<file path="src/rtl/tiny_dnn_pkg.sv">
// Shared FSM encoding, configuration snapshot layout and address-width defaults
// for the tiny DNN loop/address controller.
package tiny_dnn_pkg;

  localparam int AW_DEF = 12;
  localparam int WW_DEF = 10;

  typedef enum logic [1:0] {
    ST_IDLE = 2'd0,
    ST_RUN  = 2'd1,
    ST_DONE = 2'd2
  } state_e;

  // Layer configuration as captured at layer start; loop fields hold count-1.
  typedef struct packed {
    logic [3:0] id;
    logic [3:0] od;
    logic [4:0] kh;
    logic [4:0] kw;
    logic [4:0] iw;
    logic [4:0] oh;
    logic [4:0] ow;
    logic [9:0] is_s;
    logic [9:0] os_s;
    logic [9:0] ks_s;
    logic [9:0] fs_s;
    logic       enb;
  } cfg_t;

endpackage

</file>
<file path="src/rtl/tiny_dnn_cnt.sv">
// One loop level: counts 0..max_i when en_i is high and wraps to 0; carry_o flags the wrapping step.
// Carry is combinational from the enable, so a chain of these ripples within one cycle.
module tiny_dnn_cnt #(
  parameter int W = 5
) (
  input  logic         clk,
  input  logic         reset,
  input  logic         clr_i,
  input  logic         en_i,
  input  logic [W-1:0] max_i,
  output logic [W-1:0] val_o,
  output logic         carry_o
);

  logic [W-1:0] cnt_q;
  logic [W-1:0] cnt_d;

  assign val_o   = cnt_q;
  assign carry_o = en_i && (cnt_q == max_i);

  always_comb begin
    cnt_d = cnt_q;
    if (clr_i) begin
      cnt_d = '0;
    end else if (en_i) begin
      cnt_d = (cnt_q == max_i) ? '0 : cnt_q + W'(1);
    end
  end

  always_ff @(posedge clk or posedge reset) begin
    if (reset) cnt_q <= '0;
    else       cnt_q <= cnt_d;
  end

endmodule

</file>
<file path="src/rtl/tiny_dnn_ctrl.sv">
// Convolution loop sequencer emitting ia/wa/oa per MAC step; first step 2 cycles after run rises, one step per
// cycle, outputs held while v_ready is low. Optional per-pixel bias step under TINY_DNN_CTRL_BIAS_EN.
module tiny_dnn_ctrl
  import tiny_dnn_pkg::*;
#(
  parameter int AW = AW_DEF,
  parameter int WW = WW_DEF
) (
  input  logic          clk,
  input  logic          reset,
  input  logic          run,
  input  logic          enbias,
  input  logic [3:0]    id,
  input  logic [3:0]    od,
  input  logic [4:0]    kh,
  input  logic [4:0]    kw,
  input  logic [4:0]    iw,
  input  logic [4:0]    oh,
  input  logic [4:0]    ow,
  input  logic [9:0]    is,
  input  logic [9:0]    os,
  input  logic [9:0]    ks,
  input  logic [9:0]    fs,
  output logic          v_valid,
  input  logic          v_ready,
  output logic [AW-1:0] ia,
  output logic [WW-1:0] wa,
  output logic [AW-1:0] oa,
  output logic          first,
  output logic          lastt,
  output logic          bias,
  output logic          busy,
  output logic          done
);

  state_e state_q, state_d;
  logic   run_q, run_qq;
  cfg_t   cfg_q, cfg_d;

  logic start, in_run, acc, tap_acc;
  logic bph_q;

  logic [4:0] kx, ky, x, unused_y;
  logic [3:0] c, d;
  logic       kx_cy, ky_cy, c_cy, x_cy, y_cy, d_cy;

  // Running products of loop index and stride, one per address term.
  logic [AW-1:0] tci_q, tci_d, tki_q, tki_d, tyi_q, tyi_d;
  logic [AW-1:0] tyo_q, tyo_d, tdo_q, tdo_d;
  logic [WW-1:0] tcw_q, tcw_d, tkw_q, tkw_d, tdw_q, tdw_d;
  logic [AW-1:0] irow, orow;
  logic [WW-1:0] krow;

  assign start   = (state_q == ST_IDLE) && run_q && !run_qq;
  assign in_run  = (state_q == ST_RUN);
  assign acc     = in_run && v_ready;
  assign tap_acc = acc && !bph_q;

  always_comb begin
    cfg_d = cfg_q;
    if (start) begin
      cfg_d.id   = id;
      cfg_d.od   = od;
      cfg_d.kh   = kh;
      cfg_d.kw   = kw;
      cfg_d.iw   = iw;
      cfg_d.oh   = oh;
      cfg_d.ow   = ow;
      cfg_d.is_s = is;
      cfg_d.os_s = os;
      cfg_d.ks_s = ks;
      cfg_d.fs_s = fs;
`ifdef TINY_DNN_CTRL_BIAS_EN
      cfg_d.enb  = enbias;
`else
      cfg_d.enb  = 1'b0;
`endif
    end
  end

  // Loop nest, kx innermost; each carry enables the next outer level.
  tiny_dnn_cnt #(.W(5)) u_kx (.clk(clk), .reset(reset), .clr_i(start), .en_i(tap_acc),
                              .max_i(cfg_q.kw), .val_o(kx), .carry_o(kx_cy));
  tiny_dnn_cnt #(.W(5)) u_ky (.clk(clk), .reset(reset), .clr_i(start), .en_i(kx_cy),
                              .max_i(cfg_q.kh), .val_o(ky), .carry_o(ky_cy));
  tiny_dnn_cnt #(.W(4)) u_c  (.clk(clk), .reset(reset), .clr_i(start), .en_i(ky_cy),
                              .max_i(cfg_q.id), .val_o(c), .carry_o(c_cy));
  tiny_dnn_cnt #(.W(5)) u_x  (.clk(clk), .reset(reset), .clr_i(start), .en_i(c_cy),
                              .max_i(cfg_q.ow), .val_o(x), .carry_o(x_cy));
  tiny_dnn_cnt #(.W(5)) u_y  (.clk(clk), .reset(reset), .clr_i(start), .en_i(x_cy),
                              .max_i(cfg_q.oh), .val_o(unused_y), .carry_o(y_cy));
  tiny_dnn_cnt #(.W(4)) u_d  (.clk(clk), .reset(reset), .clr_i(start), .en_i(y_cy),
                              .max_i(cfg_q.od), .val_o(d), .carry_o(d_cy));

  assign irow = AW'(cfg_q.iw) + AW'(1);
  assign orow = AW'(cfg_q.ow) + AW'(1);
  assign krow = WW'(cfg_q.kw) + WW'(1);

  function automatic logic [AW-1:0] step_a(input logic [AW-1:0] cur, input logic [AW-1:0] inc,
                                           input logic en, input logic wrap);
    return !en ? cur : (wrap ? '0 : cur + inc);
  endfunction

  function automatic logic [WW-1:0] step_w(input logic [WW-1:0] cur, input logic [WW-1:0] inc,
                                           input logic en, input logic wrap);
    return !en ? cur : (wrap ? '0 : cur + inc);
  endfunction

  always_comb begin
    tci_d = step_a(tci_q, AW'(cfg_q.is_s), ky_cy, c_cy);
    tcw_d = step_w(tcw_q, WW'(cfg_q.ks_s), ky_cy, c_cy);
    tki_d = step_a(tki_q, irow, kx_cy, ky_cy);
    tkw_d = step_w(tkw_q, krow, kx_cy, ky_cy);
    tyi_d = step_a(tyi_q, irow, x_cy, y_cy);
    tyo_d = step_a(tyo_q, orow, x_cy, y_cy);
    tdo_d = step_a(tdo_q, AW'(cfg_q.os_s), y_cy, d_cy);
    tdw_d = step_w(tdw_q, WW'(cfg_q.fs_s), y_cy, d_cy);
    if (start) begin
      tci_d = '0;
      tcw_d = '0;
      tki_d = '0;
      tkw_d = '0;
      tyi_d = '0;
      tyo_d = '0;
      tdo_d = '0;
      tdw_d = '0;
    end
  end

`ifdef TINY_DNN_CTRL_BIAS_EN
  logic bph_d;

  // Bias phase: set at the start of every pixel, cleared once its bias step is taken.
  always_comb begin
    bph_d = bph_q;
    if (start) begin
      bph_d = enbias;
    end else if (acc && bph_q) begin
      bph_d = 1'b0;
    end else if (c_cy) begin
      bph_d = cfg_q.enb;
    end
  end

  always_ff @(posedge clk or posedge reset) begin
    if (reset) bph_q <= 1'b0;
    else       bph_q <= bph_d;
  end
`else
  logic unused_enbias;
  assign bph_q         = 1'b0;
  assign unused_enbias = enbias;
`endif

  always_comb begin
    state_d = state_q;
    v_valid = 1'b0;
    busy    = 1'b1;
    done    = 1'b0;
    unique case (state_q)
      ST_IDLE: begin
        busy = 1'b0;
        if (start) state_d = ST_RUN;
      end
      ST_RUN: begin
        v_valid = 1'b1;
        if (!run)      state_d = ST_IDLE;
        else if (d_cy) state_d = ST_DONE;
      end
      ST_DONE: begin
        done    = 1'b1;
        state_d = ST_IDLE;
      end
      default: state_d = ST_IDLE;
    endcase
  end

  always_comb begin
    first = 1'b0;
    lastt = 1'b0;
    bias  = 1'b0;
    if (in_run) begin
      bias  = bph_q;
      first = cfg_q.enb ? bph_q : (c == '0 && ky == '0 && kx == '0);
      lastt = !bph_q && (c == cfg_q.id) && (ky == cfg_q.kh) && (kx == cfg_q.kw);
    end
    ia = bph_q ? '0 : tci_q + tyi_q + tki_q + AW'(x) + AW'(kx);
    wa = bph_q ? WW'(d) : tdw_q + tcw_q + tkw_q + WW'(kx);
    oa = tdo_q + tyo_q + AW'(x);
  end

  always_ff @(posedge clk or posedge reset) begin
    if (reset) begin
      state_q <= ST_IDLE;
      run_q   <= 1'b0;
      run_qq  <= 1'b0;
      cfg_q   <= '0;
      tci_q   <= '0;
      tcw_q   <= '0;
      tki_q   <= '0;
      tkw_q   <= '0;
      tyi_q   <= '0;
      tyo_q   <= '0;
      tdo_q   <= '0;
      tdw_q   <= '0;
    end else begin
      state_q <= state_d;
      run_q   <= run;
      run_qq  <= run_q;
      cfg_q   <= cfg_d;
      tci_q   <= tci_d;
      tcw_q   <= tcw_d;
      tki_q   <= tki_d;
      tkw_q   <= tkw_d;
      tyi_q   <= tyi_d;
      tyo_q   <= tyo_d;
      tdo_q   <= tdo_d;
      tdw_q   <= tdw_d;
    end
  end

endmodule

</file>
<file path="config.mk">
export PLATFORM = sky130hd
export DESIGN_NAME = tiny_dnn_ctrl
export DESIGN_NICKNAME = d
export VERILOG_FILES = /design/src/rtl/tiny_dnn_pkg.sv /design/src/rtl/tiny_dnn_cnt.sv /design/src/rtl/tiny_dnn_ctrl.sv
export SDC_FILE = /design/constraint.sdc
export NUM_CORES = 1
export LEC_CHECK = 0
export BUFFER_PORTS_ARGS = -buffer_cell sky130_fd_sc_hd__buf_2
export CELL_PAD_IN_SITES_DETAIL_PLACEMENT = 0
export CELL_PAD_IN_SITES_GLOBAL_PLACEMENT = 1
export CORE_MARGIN = 2
export CORE_UTILIZATION = 40
export CTS_BUF_LIST = sky130_fd_sc_hd__clkbuf_8
export DETAILED_ROUTE_END_ITERATION = 16
export PLACE_DENSITY_LB_ADDON = 0.15
export SLEW_MARGIN = 20
export SYNTH_ARGS = -nofsm -noshare
export SYNTH_HDL_FRONTEND = slang
export SYNTH_HIERARCHICAL = 1
export SYNTH_SLANG_ARGS = --single-unit
</file>
<file path="constraint.sdc">
create_clock -name clk -period 5.5 [get_ports clk]
set_input_delay 0.275 -clock clk [delete_from_list [all_inputs] [get_ports clk]]
set_output_delay 0.275 -clock clk [all_outputs]
set_load 0.005 [all_outputs]
</file>
==> results of run 1 <==
[kinds of logic (layout without fill, tap and decap cells)]
family                     Yosys count  after routing  synth area share (%)
muxes                                6              6                 0.453
DFF                                195            195                  35.3
xor gates and xnor gates           114            114                  7.23
adders and majority gates          168            168                  17.8
and+or+nand+nor                    553            553                  19.1
buffers and inverters              163            347                  4.76
other                                1              1                0.0272
AOI/OAI and AO/OA                  319            319                  15.2
[critical path: stages (launching register included)]
cell     delay (ns)
dfrtp_1        0.60
inv_1          0.15
fa_1           0.55
inv_1          0.05
fa_1           0.51
inv_1          0.05
fa_1           0.50
inv_1          0.04
ha_1           0.34
nor2b_1        0.15
o21a_1         0.18
a31o_2         0.25
o41ai_1        0.44
o21ai_0        0.20
xnor2_1        0.15
buf_2          0.13
[layout by cell type, fill, tap and decap left out, drive strengths merged, types with 26 or more instances in the layout]
cell type,n
dlygate4sd3,72
nand2,274
xor2,32
nand3,30
nor3,30
buf,131
fa,48
o21ai,75
nor2,76
a21oi,79
a22o,26
inv,115
nor2b,34
dfrtp,195
ha,120
xnor2,82
[worst paths after layout]
| check | startpoint | end | slack (ns) | cells after the start |
|---|---|---|---|---|
| setup / recovery | u_kx/val_o[3]$_DFFE_PP0P_ | ia[11] | 0.45 | 15 |
| hold / removal | ow[1] | cfg_q[42]$_DFFE_PP0P_ | 0.04 | 3 |
| setup reg to reg | u_kx/val_o[0]$_DFFE_PP0P_ | tdw_q[9]$_DFFE_PP0P_ | 1.07 | 14 |
| hold reg to reg | run_q$_DFF_PP0_ | run_qq$_DFF_PP0_ | 0.38 | 0 |
| max in group asynchronous | reset | tci_q[9]$_DFFE_PP0P_ | 4.05 | 5 |
| min in group asynchronous | reset | u_d/val_o[2]$_DFFE_PP0P_ | 0.36 | 3 |
[power groups by stage]
stage	Clock [W]	Combinational, W	Sequential (W)
after floorplan	0	0.000655	0.00170
after global placement	0	0.000865	0.00175
after detailed placement	0	0.000872	0.00175
after CTS	0.000988	0.000920	0.00172
after global routing	0.00104	0.00105	0.00174
final	0.000944	0.000908	0.00172
[cell type report]
type / instances / area (um2)
Clock inverter: 14 / 134
Fill cell: 3349 / 18300
Tap cell: 455 / 569
Clock buffer: 18 / 248
Sequential cell: 195 / 4880
Timing Repair Buffer: 203 / 1450
Inverter: 112 / 428
Multi-Input combinational cell: 1161 / 8280
[through the flow]
| step | instance area [um2] | util, % | std cells |
|---|---|---|---|
| global route | 16000 | 46.6 | 2158 |
| global placement | 14900 | 43.3 | 2053 |
| detailed placement | 14900 | 43.3 | 2053 |
| floorplan | 13800 | - | 1519 |
| finish | 16000 | 46.6 | 2158 |
| CTS | 16000 | 46.6 | 2157 |
[state kept, by name, indices dropped and copies added, names as in the netlist]
| register | count |
|---|---|
| run_q | 1 |
| u_y/val_o | 5 |
| tcw_q | 10 |
| tdw_q | 10 |
| tyo_q | 12 |
| u_x/val_o | 5 |
| tki_q | 12 |
| state_q | 2 |
| tdo_q | 12 |
| u_ky/val_o | 5 |
| tyi_q | 12 |
| tci_q | 12 |
| run_qq | 1 |
| tkw_q | 10 |
| cfg_q | 73 |
| u_c/val_o | 4 |
| u_d/val_o | 4 |
| u_kx/val_o | 5 |
[per-layer routing]
layer	GRT usage (%)	up-vias	part of all wire, %
met1	29.0	5268	51
met4	5.37	0	1.5
met5	0	-	0
met2	32.6	173	45
met3	2.95	30	3.0
li1	-	5575	-
==> flow_summary.json, run 1 <==
{
  "yosys_warnings": 6,
  "firstDrtPassIters": 4,
  "hp-class": "input port to register",
  "ys_seq_area_share_pct": 35.3,
  "clockRootBuffer": "clkbuf_8",
  "syn2layout_area_growth_pct": 15.8,
  "rows": 68,
  "fmax_ghz": 0.198,
  "synth_area_mm2": 0.0138,
  "vias_per_cell": 5.12,
  "critical_path_class": "register to output port",
  "yosysMostFrequentCell": "nand2_1",
  "slew_violations": 0,
  "dieArea_mm2": 0.0360,
  "synthFlopType": "dfrtp_1",
  "finalPower_w": 0.00357,
  "switchingPower_w": 0.00123,
  "tritoncts": "done",
  "combPwrFrac_pct": 25.4,
  "hold_violations": 0,
  "grt_pass1_vias": 11100,
  "synth_commonest_cells": "nand2_1 (270), dfrtp_1 (195), ha_1 (120)",
  "rsz0062_at_grt": "no",
  "period_share_pct": 91.9,
  "netlist_top_cells_area": "dfrtp_1 (35%), ha_1 (11%), nand2_1 (7.3%)",
  "period_needed_ns": 5.05,
  "ys_types": 71,
  "place_hpwl_um": 24900,
  "avgRoutedWirePerCell_um": 16.1,
  "postCtsSetupBuffers": 0,
  "clockBufferDepth": 2,
  "worst_clock_skew_ns": 0.0222,
  "postRouteAntennaNets": 0,
  "drtIter0Drc": 527,
  "cts_resized": 0,
  "portBuffers": 115,
  "p_sw_share_pct": 34.3,
  "clkTransAtPathRegs_ns": 0.11,
  "run_status": "completed",
  "drive_gt1_share_pct": 11.8,
  "cellPowerDensity_mw_per_mm2": 223,
  "synthArstFlopShare_pct": 100,
  "syn_area_per_cell_um2": 9.09,
  "synthCells": 1519,
  "timing.max_cap.violations": 0,
  "slew_headroom_pct": 39.1,
  "clock_latency_ns": 0.51,
  "gp_congestion": 0.802,
  "worst_ep_required_time_ns": 5.22,
  "yosys.area.top_type": "dfrtp_1",
  "cts_sinks": 195,
  "start_util_pct": 40.3,
  "timing.hold.ws_ns": 0.0412,
  "io-pin-count": 118,
  "die_h_um": 190,
  "antenna_cells": 0,
  "synth_seq_cells": 195,
  "fin_setup_tns_ns": 0,
  "grt_overflow_total": 0,
  "peakVddDrop_v": 0.000165,
  "clock_power_share_pct": 26.4,
  "end_kind": "output port",
  "grt_max_degree": 168,
  "p_int_w": 0.00235,
  "hold_buffers": 72,
  "startpoint_type": "register",
  "antenna_found_initial": 0,
  "setup_viol_count_final": 0,
  "yosysTopAreaCellShare_pct": 35.3,
  "cts_buffers": 17,
  "core-area_mm2": 0.0343,
  "dieWidth_um": 190,
  "drcViolationCount": 0,
  "worst_slack_ns": 0.447,
  "pwr-share-seq_pct": 48.1,
  "cp.arrival_ns": 4.78,
  "tightest_slew_ns": 0.912,
  "cts_max_level": 4,
  "crit_fanout": 7,
  "wl_um": 34700,
  "synth_edf_count": 0,
  "via_count": 11000,
  "place_ws_ns": 0.920,
  "p_leak_nw": 7.85,
  "grt_usage_pct": 20.4,
  "fin_nets": 1936,
  "grt_pass1_wl_um": 58200,
  "synth_nets": 1765
}
Power figures use the tool's default switching activity.
==> run 2: changes to the inputs <==
Settings changed: BUFFER_PORTS_ARGS -buffer_cell sky130_fd_sc_hd__buf_2 to not set, DONT_BUFFER_PORTS set to 1, SYNTH_HIERARCHICAL 1 to not set.
==> flow_summary.json, run 2 <==
{
  "post-route-util_pct": 45.3,
  "cts_buffers": 17,
  "finalPower_w": 0.00548,
  "grt_usage_pct": 21.0,
  "hp-class": "input port to register",
  "cp.arrival_ns": 4.42,
  "cts_max_level": 4,
  "clockBufferDepth": 2,
  "clockRootBuffer": "clkbuf_8",
  "dieWidth_um": 187,
  "cp_slowest_cell": "fa_1",
  "postCtsSetupBuffers": 0,
  "antenna_found_initial": 0,
  "ys_types": 67,
  "worstPathCellList": "inv_1, fa_1, fa_1, fa_1, inv_1, ha_1, fa_1, a21oi_1, nor2b_1, o31ai_1, a21oi_1, a31oi_1, xnor2_1",
  "grt_pass1_vias": 10600,
  "busiest_layer": "met2",
  "crit_buf_inv": 2,
  "gp_congestion": 0.806,
  "hold_violations": 0,
  "synthFlopType": "dfrtp_1",
  "ff_latch_area_mm2": 0.00488,
  "syn_area_per_cell_um2": 9.13,
  "synth_nets": 1720,
  "globalRouteMet3Util_pct": 3.66,
  "fin_setup_tns_ns": 0,
  "period_needed_ns": 4.70,
  "yosysMostFrequentCell": "nand2_1",
  "period_share_pct": 85.4,
  "cellPowerDensity_mw_per_mm2": 364,
  "postRouteAntennaNets": 0,
  "antenna_cells": 0,
  "startpoint_type": "register",
  "cp.depth": 13,
  "final_cell_mix": "nand2_1 (324), dfrtp_1 (195), ha_1 (123), o21ai_0 (90), inv_1 (84)",
  "yosys.area.top_type": "dfrtp_1",
  "setup_viol_count_final": 0,
  "via_count": 10600,
  "clock_latency_ns": 0.50,
  "fin_nets": 1780,
  "largest_reg_flops": 73,
  "fillers": 3267,
  "end_kind": "output port",
  "synthCells": 1471,
  "worst_clock_skew_ns": 0.0183,
  "syn2layout_area_growth_pct": 12.3,
  "drive_gt1_share_pct": 4.40,
  "firstDrtPassIters": 5,
  "start_util_pct": 40.3,
  "critical_path_class": "register to output port",
  "rows": 67,
  "rsz0062_at_grt": "no",
  "place_hpwl_um": 26200,
  "min_from": "v_ready",
  "clkTransAtPathRegs_ns": 0.11,
  "portBuffers": 0,
  "cpPeakStageDelay_ns": 0.56,
  "yosysTopAreaCellShare_pct": 36.3,
  "r2r_end": "tyi_q[7]$_DFFE_PP0P_",
  "top_register": "cfg_q",
  "slew_violations": 0,
  "synth_edf_count": 0,
  "yosys_warnings": 0,
  "die_h_um": 187,
  "crit_top_cell": "fa_1",
  "run_status": "completed",
  "gr-usage-met2_pct": 34.0,
  "vias_per_cell": 5.31,
  "tightest_slew_ns": 1.06,
  "final_common_cell": "nand2_1",
  "fmax_ghz": 0.213,
  "core-area_mm2": 0.0333,
  "grt_max_degree": 91,
  "r2r_slack_ns": 2.24,
  "synth_area_mm2": 0.0134,
  "netlist_top_cells_area": "dfrtp_1 (36%), ha_1 (11%), nand2_1 (9.1%)",
  "io-pin-count": 118,
  "worst_ep_required_time_ns": 5.22,
  "rr_startpoint": "u_kx.val_o[4]$_DFFE_PP0P_",
  "crit_fanout": 3,
  "synth_seq_cells": 195,
  "crit_family": "adder cells",
  "synth_commonest_cells": "nand2_1 (324), dfrtp_1 (195), ha_1 (123)",
  "cts_resized": 0,
  "slew_headroom_pct": 29.1,
  "peakVddDrop_v": 0.000169,
  "grt_overflow_total": 0,
  "p_leak_nw": 7.25,
  "crit_start": "tci_q[1]$_DFFE_PP0P_",
  "avgRoutedWirePerCell_um": 17.9,
  "crit_path_end": "ia[11]",
  "grt_pass1_wl_um": 57800,
  "met1_usage_pct": 29.2,
  "drcViolationCount": 0,
  "multi_input_area_mm2": 0.00803,
  "timing.max_cap.violations": 0,
  "drtIter0Drc": 653,
  "cts_sinks": 195,
  "dieArea_mm2": 0.0351,
  "ff2ff_path_depth": 6,
  "ys_seq_area_share_pct": 36.3,
  "tritoncts": "done",
  "synthArstFlopShare_pct": 100,
  "wl_um": 35600
}
[run 2: layout make-up]
type / instances / share of cell area (%)
multi-input cells: 1144 / 53.3
flip-flops and latches: 195 / 32.4
repair buffers: 88 / 5.71
well taps: 448 / 3.72
inverters: 85 / 2.14
clock buffers: 17 / 1.55
clock inverters: 15 / 1.21
[run 2: worst reg2reg max path, delay by kind of cell (launching register included)]
| family | cells | cell delay, ns |
|---|---|---|
| AOI/OAI and AO/OA | 2 | 0.93 |
| xor gates and xnor gates | 1 | 0.23 |
| DFF | 1 | 0.56 |
| and+or+nand+nor | 3 | 1.42 |
[run 2: report_power, final]
part	total [W]	switching (W)	leakage, nW	internal (W)
registers	0.00205	0.000352	2.53	0.00170
logic	0.00239	0.00136	4.51	0.00103
clock network	0.00104	0.000612	0.210	0.000427
[run 2: worst min path at each step]
stage | to | slack (ns) | cells past startpoint
6_report | u_kx.val_o[0]$_DFFE_PP0P_ | 0.12 | 3
5_1_grt | u_kx.val_o[0]$_DFFE_PP0P_ | 0.11 | 3
4_1_cts | u_kx.val_o[0]$_DFFE_PP0P_ | 0.09 | 3
3_5_place_dp | cfg_q[11]$_DFFE_PP0P_ | 0.26 | 1
3_3_place_gp | cfg_q[11]$_DFFE_PP0P_ | 0.26 | 1
2_1_floorplan | run_q$_DFF_PP0_ | 0.31 | 0
[run 2: metal layers]
metal  vias to the layer above  part of all wire (%)
met5                         -                     0
met4                         0                   2.0
met3                        37                   3.2
met2                       158                    47
met1                      5139                    48
li1                       5234                     -
[run 2: through the flow]
step           setup slack (ns)  area (um2)  hold WS, ns  cells
6_report                  0.804       15100        0.123   1992
5_1_grt                   0.517       15100        0.107   1992
4_1_cts                   0.708       15100       0.0888   1992
3_5_place_dp               1.29       13900        0.263   1885
3_3_place_gp               1.39       13900        0.263   1885
2_1_floorplan              1.71       13400        0.306   1471
[run 2: logic make-up (layout without fill, tap and decap cells)]
group	count (synthesis)	in the layout	share of synthesized area [%]
flops	195	195	36.3
compound gates	325	325	16.3
mux	2	2	0.149
simple gates	543	543	18.0
fa+ha+maj	171	171	18.6
buf+inv	132	205	3.96
other cells	1	1	0.0279
xor+xnor	102	102	6.65
[run 2: repair_timing]
item,4_1_cts,5_1_grt
hold buffers,75,0
setup endpoints to repair,0,0
endpoints found under the hold margin,101,0
